### config.mk
export PLATFORM = sky130hd
export DESIGN_NAME = sevenseg_scan
export DESIGN_NICKNAME = d
export VERILOG_FILES = /design/src/rtl/sevenseg_pkg.sv /design/src/rtl/sevenseg_hex7seg.sv /design/src/rtl/sevenseg_scan.sv
export SDC_FILE = /design/constraint.sdc
export NUM_CORES = 1
export LEC_CHECK = 0
export CORE_MARGIN = 8
export CORE_UTILIZATION = 50
export DETAILED_ROUTE_END_ITERATION = 7
export PLACE_DENSITY_LB_ADDON = 0.1
export SLEW_MARGIN = 20
export SYNTH_ARGS = -nofsm -noshare
export SYNTH_HDL_FRONTEND = slang
export SYNTH_SLANG_ARGS = --single-unit
### constraint.sdc
create_clock -name clk -period 3.61 [get_ports clk]
set_input_delay 0.5415 -clock clk [delete_from_list [all_inputs] [get_ports clk]]
set_output_delay 0.5415 -clock clk [all_outputs]
set_load 0.02 [all_outputs]
### src/rtl/sevenseg_pkg.sv
// Shared constants for the seven-segment scan driver: segment bit order,
// the blank pattern and the hex-to-segment table (all active-low).
package sevenseg_pkg;

  // Bit positions inside a 7-bit segment vector {g,f,e,d,c,b,a}
  typedef enum int unsigned {
    SEG_A = 0,
    SEG_B = 1,
    SEG_C = 2,
    SEG_D = 3,
    SEG_E = 4,
    SEG_F = 5,
    SEG_G = 6
  } seg_bit_e;

  localparam logic [6:0] SEG_OFF = 7'h7F;

  // Entry n is the active-low pattern for hex digit n (entry 0 is rightmost)
  localparam logic [15:0][6:0] HEX_SEG_TABLE = {
    7'h0E, 7'h06, 7'h21, 7'h46,   // F E d C
    7'h03, 7'h08, 7'h10, 7'h00,   // b A 9 8
    7'h78, 7'h02, 7'h12, 7'h19,   // 7 6 5 4
    7'h30, 7'h24, 7'h79, 7'h40    // 3 2 1 0
  };

  function automatic int unsigned min1_clog2(input int unsigned n);
    return (n <= 1) ? 1 : $clog2(n);
  endfunction

endpackage

### src/rtl/sevenseg_hex7seg.sv
// Combinational hex digit to active-low seven-segment decoder.
module hex7seg
  import sevenseg_pkg::*;
(
  input  logic [3:0] hex,
  output logic [6:0] seg
);

  assign seg = HEX_SEG_TABLE[hex];

endmodule

### src/rtl/sevenseg_scan.sv
// Time-multiplexed common-anode display scanner with per-frame input snapshot,
// per-slot guard interval, leading-zero blanking and decimal points.
module sevenseg_scan
  import sevenseg_pkg::*;
#(
  parameter int NDIG    = 4,
  parameter int REFRESH = 100000,
  parameter int GUARD   = 16
) (
  input  logic              clk,
  input  logic              rstn,
  input  logic [4*NDIG-1:0] digits,
  input  logic [NDIG-1:0]   dp,
  input  logic              blank_lz,
  output logic [NDIG-1:0]   an,
  output logic [6:0]        seg,
  output logic              dp_n,
  output logic              frame_done
);

  localparam int IDX_W = min1_clog2(NDIG);
  localparam int CNT_W = min1_clog2(REFRESH);
  localparam logic [IDX_W-1:0] LAST_IDX = IDX_W'(NDIG - 1);
  localparam logic [CNT_W-1:0] LAST_CNT = CNT_W'(REFRESH - 1);

  logic              run_q, run_d;
  logic [IDX_W-1:0]  idx_q, idx_d;
  logic [CNT_W-1:0]  cnt_q, cnt_d;
  logic [4*NDIG-1:0] snap_digits_q, snap_digits_d;
  logic [NDIG-1:0]   snap_dp_q, snap_dp_d;
  logic [NDIG-1:0]   an_q, an_d;
  logic [6:0]        seg_q, seg_d;
  logic              dp_n_q, dp_n_d;
  logic              frame_done_q, frame_done_d;

  logic              frame_wrap;
  logic [3:0]        cur_nibble;
  logic [6:0]        dec_seg;
  logic [NDIG-1:0]   blank_vec;
  logic              cur_blank;
  logic              drive;

  // run_q is low for the reset cycles so the first active edge lands on (0, 0)
  always_comb begin
    frame_wrap = run_q && (idx_q == LAST_IDX) && (cnt_q == LAST_CNT);
    run_d      = 1'b1;
    idx_d      = idx_q;
    cnt_d      = cnt_q + CNT_W'(1);
    if (!run_q) begin
      idx_d = '0;
      cnt_d = '0;
    end else if (cnt_q == LAST_CNT) begin
      cnt_d = '0;
      idx_d = (idx_q == LAST_IDX) ? '0 : idx_q + IDX_W'(1);
    end
  end

  always_comb begin
    snap_digits_d = snap_digits_q;
    snap_dp_d     = snap_dp_q;
    if (!rstn || frame_wrap) begin
      snap_digits_d = digits;
      snap_dp_d     = dp;
    end
  end

  // A digit is blanked when it and every more significant nibble are zero
  always_comb begin
    logic zero_above;
    zero_above = 1'b1;
    blank_vec  = '0;
    for (int i = NDIG - 1; i >= 1; i--) begin
      zero_above   = zero_above && (snap_digits_d[4*i +: 4] == 4'h0);
      blank_vec[i] = blank_lz && zero_above;
    end
  end

  assign cur_nibble = snap_digits_d[{idx_d, 2'b00} +: 4];

  hex7seg u_hex7seg (
    .hex (cur_nibble),
    .seg (dec_seg)
  );

  // Outputs are derived from next-state values so they line up with (idx, cnt)
  always_comb begin
    cur_blank    = blank_vec[idx_d];
    drive        = (int'(cnt_d) >= GUARD);
    an_d         = '1;
    if (drive && !cur_blank) begin
      an_d = ~(NDIG'(1) << idx_d);
    end
    seg_d        = cur_blank ? SEG_OFF : dec_seg;
    dp_n_d       = cur_blank ? 1'b1 : ~snap_dp_d[idx_d];
    frame_done_d = (idx_d == LAST_IDX) && (cnt_d == LAST_CNT);
  end

  always_ff @(posedge clk) begin
    if (!rstn) begin
      run_q        <= 1'b0;
      idx_q        <= '0;
      cnt_q        <= '0;
      an_q         <= '1;
      seg_q        <= SEG_OFF;
      dp_n_q       <= 1'b1;
      frame_done_q <= 1'b0;
    end else begin
      run_q        <= run_d;
      idx_q        <= idx_d;
      cnt_q        <= cnt_d;
      an_q         <= an_d;
      seg_q        <= seg_d;
      dp_n_q       <= dp_n_d;
      frame_done_q <= frame_done_d;
    end
  end

  always_ff @(posedge clk) begin
    snap_digits_q <= snap_digits_d;
    snap_dp_q     <= snap_dp_d;
  end

  assign an         = an_q;
  assign seg        = seg_q;
  assign dp_n       = dp_n_q;
  assign frame_done = frame_done_q;

endmodule

==> flow_summary.toml <==
[worst_setup_path]
worstRegToRegCells = 12
r2r_slack_ns = 0.20
r2r_start = "cnt_q[0]"
worstPathArrival_ns = 3.62
cp.required_ns = 3.82
rr_endpoint = "seg[5]"
cp-start-kind = "flop"
path_max_fanout = 18
end_kind = "flop"
criticalPathCategory = "flop to flop"

[cts]
cts_buffers = 5
ctsResizeCount = 0
cts_hold_buf = 0
clk_pin_slew_ns = 0.10
clk_latency_ns = 0.31
post_cts_buffers = 0
h-tree-depth = 2
cts_tree = "yes"
cts_buffer_depth = 2
numClockSinks = 53
clock-root-buffer = "clkbuf_8"

[floorplanning]
start_util_pct = 51.1
die_area_mm2 = 0.00825
ios = 36
rows = 27
die_h_um = 90.8
die_x_um = 90.8
core_area_mm2 = 0.00547

[sta]
fin_setup_tns_ns = 0
tightest_slew_ns = 0.519
fin_skew_ns = 0.0112
rsz0062_at_grt = "false"
hold_slack_ns = 0.481
setup_viol = 0
hold_viol_final = 0
drv_slew = 0
period_share_pct = 94.4
slew_headroom_pct = 65.4
timing.fmax_mhz = 293
setup_ws_ns = 0.201
post-route-min-period_ns = 3.41

[routing]
vias = 2350
drcViolationCount = 0
ant_nets = 0
wl_mm = 6.55
via_per_inst = 5.77
drt-initial-drc-count = 94
drtPass1Iterations = 4
wl_per_cell_um = 16.1

[worst_hold_path]
min_path_cells = 1
hold_class = "flop to flop"
min_from = "snap_dp_q[2]"
min_to = "snap_dp_q[2]"

[yosys]
ys_types = 61
ys_ff_latch = 53
synth_edf_count = 0
synthCells = 303
syn_area_mm2 = 0.00280
ys_seq_area_share_pct = 37.9
synth_area_leaders = "dfxtp_1, mux2_2, nand2_1"
synthesis.area_per_instance_um2 = 9.24
synth_top_cell_by_area = "dfxtp_1"
synth_nets = 334
ys_async_sr_fraction_pct = 0
yosysTopAreaCellShare_pct = 37.9
synth_flop_cell = "dfxtp_1"
ys_warn_count = 0

[layout]
areaGrowthSynthToFinish_pct = 18.0
fin_cells = 407
n_antenna_cell = 0
multi_input_area_mm2 = 0.00160
seqCellArea_mm2 = 0.00106
post-route-util_pct = 60.4
final_common_cell = "dfxtp_1"
num-nets-final = 365
nFillCells = 505
layout-drive-gt1-share_pct = 14.0
final_area_mm2 = 0.00330
layout_common_cells = "dfxtp_1, clkdlybuf4s50_1, nand2_1, nor2_1, mux2_2"

[placed_design]
placed_area_mm2 = 0.00319
gp_congestion = 0.851
dp.cells = 399
hpwl_mm = 4.88
portBuffers = 35
pre_cts_ws_ns = 0.234

[global_routing]
overflow = 0
grt_util_all_layers_pct = 15.8
grt_pass1_wl_mm = 10.8
antenna_found_initial = 0
grt_start_max_net_pins = 21
grt_pass1_vias = 2199

[run]
maxCapViolations = 0

[outcome]
status = "finished, final reports clean"

[pwr]
finalPower_mw = 1.26
peakVddDrop_mv = 0.235
p_leak_nw = 1.22
p_per_area_mw_per_mm2 = 382
==> logic make-up after synthesis <==
family | synth area share (%)
AO/OA/AOI/OAI | 17.8
adder cells (fa/ha/maj) | 3.58
AND/OR/NAND/NOR | 21.9
multiplexers | 8.99
buffers and inverters | 4.78
flip-flops | 37.9
XOR/XNOR | 5.01
==> critical path, cell delays in order, from the launching register on <==
cell,delay [ns]
dfxtp_1,0.38
ha_1,0.23
and4_1,0.30
and4_4,0.39
a21o_4,0.23
mux2_2,0.36
mux2_2,0.29
mux2i_2,0.27
inv_2,0.11
ha_1,0.24
nand2_1,0.08
o21ai_1,0.07
a221o_1,0.34
==> per-layer routing <==
layer / GRT usage [%] / vias up / part of all wire (%)
met3: 3.57 / 12 / 3.9
li1: - / 1164 / -
met5: 0 / - / 0
met4: 5.87 / 0 / 1.9
met1: 19.1 / 1120 / 46
met2: 26.6 / 54 / 48
==> registers in the layout (all words and copies together) (netlist names) <==
signal / count
cnt_q: 17
snap_digits_q: 16
seg: 7
an: 4
snap_dp_q: 4
idx_q: 2
dp_n: 1
frame_done: 1
run_q: 1
==> report_power, final <==
part           internal (mW)  total, mW  switching, mW  leakage (nW)
clock                  0.208      0.413          0.205        0.0543
sequential             0.624      0.640         0.0159         0.438
combinational          0.107      0.208          0.101         0.727
total                  0.938       1.26          0.322          1.22
==> cell type report <==
class,instances,area share (%)
Multi-Input combinational cell,224,48.6
Timing Repair Buffer,42,12.2
Sequential cell,53,32.1
Clock buffer,5,2.08
Inverter,8,0.909
Clock inverter,3,1.40
Tap cell,72,2.73
==> how the worst max path moves through the flow <==
stage	startpoint	endpoint	slack (ns)	depth (start not counted)
final	cnt_q[0]	seg[5]	0.20	12
after detailed placement	cnt_q[0]	seg[5]	0.23	12
after floorplan	cnt_q[0]	seg[5]	0.41	13
after global routing	cnt_q[0]	seg[3]	0.04	13
after global placement	cnt_q[0]	seg[5]	0.29	12
after CTS	cnt_q[0]	seg[5]	0.21	12
==> cell usage after synthesis (7+ instances only) <==
master / n
a21oi_1: 13
and2_1: 7
buf_2: 8
dfxtp_1: 53
ha_1: 8
mux2_2: 15
nand2_1: 28
nand3_1: 14
nor2_1: 26
nor3_1: 7
nor4_1: 7
o21ai_0: 7
xnor2_1: 7
xor2_1: 9
Note: power is estimated with default switching activity, not from simulation.
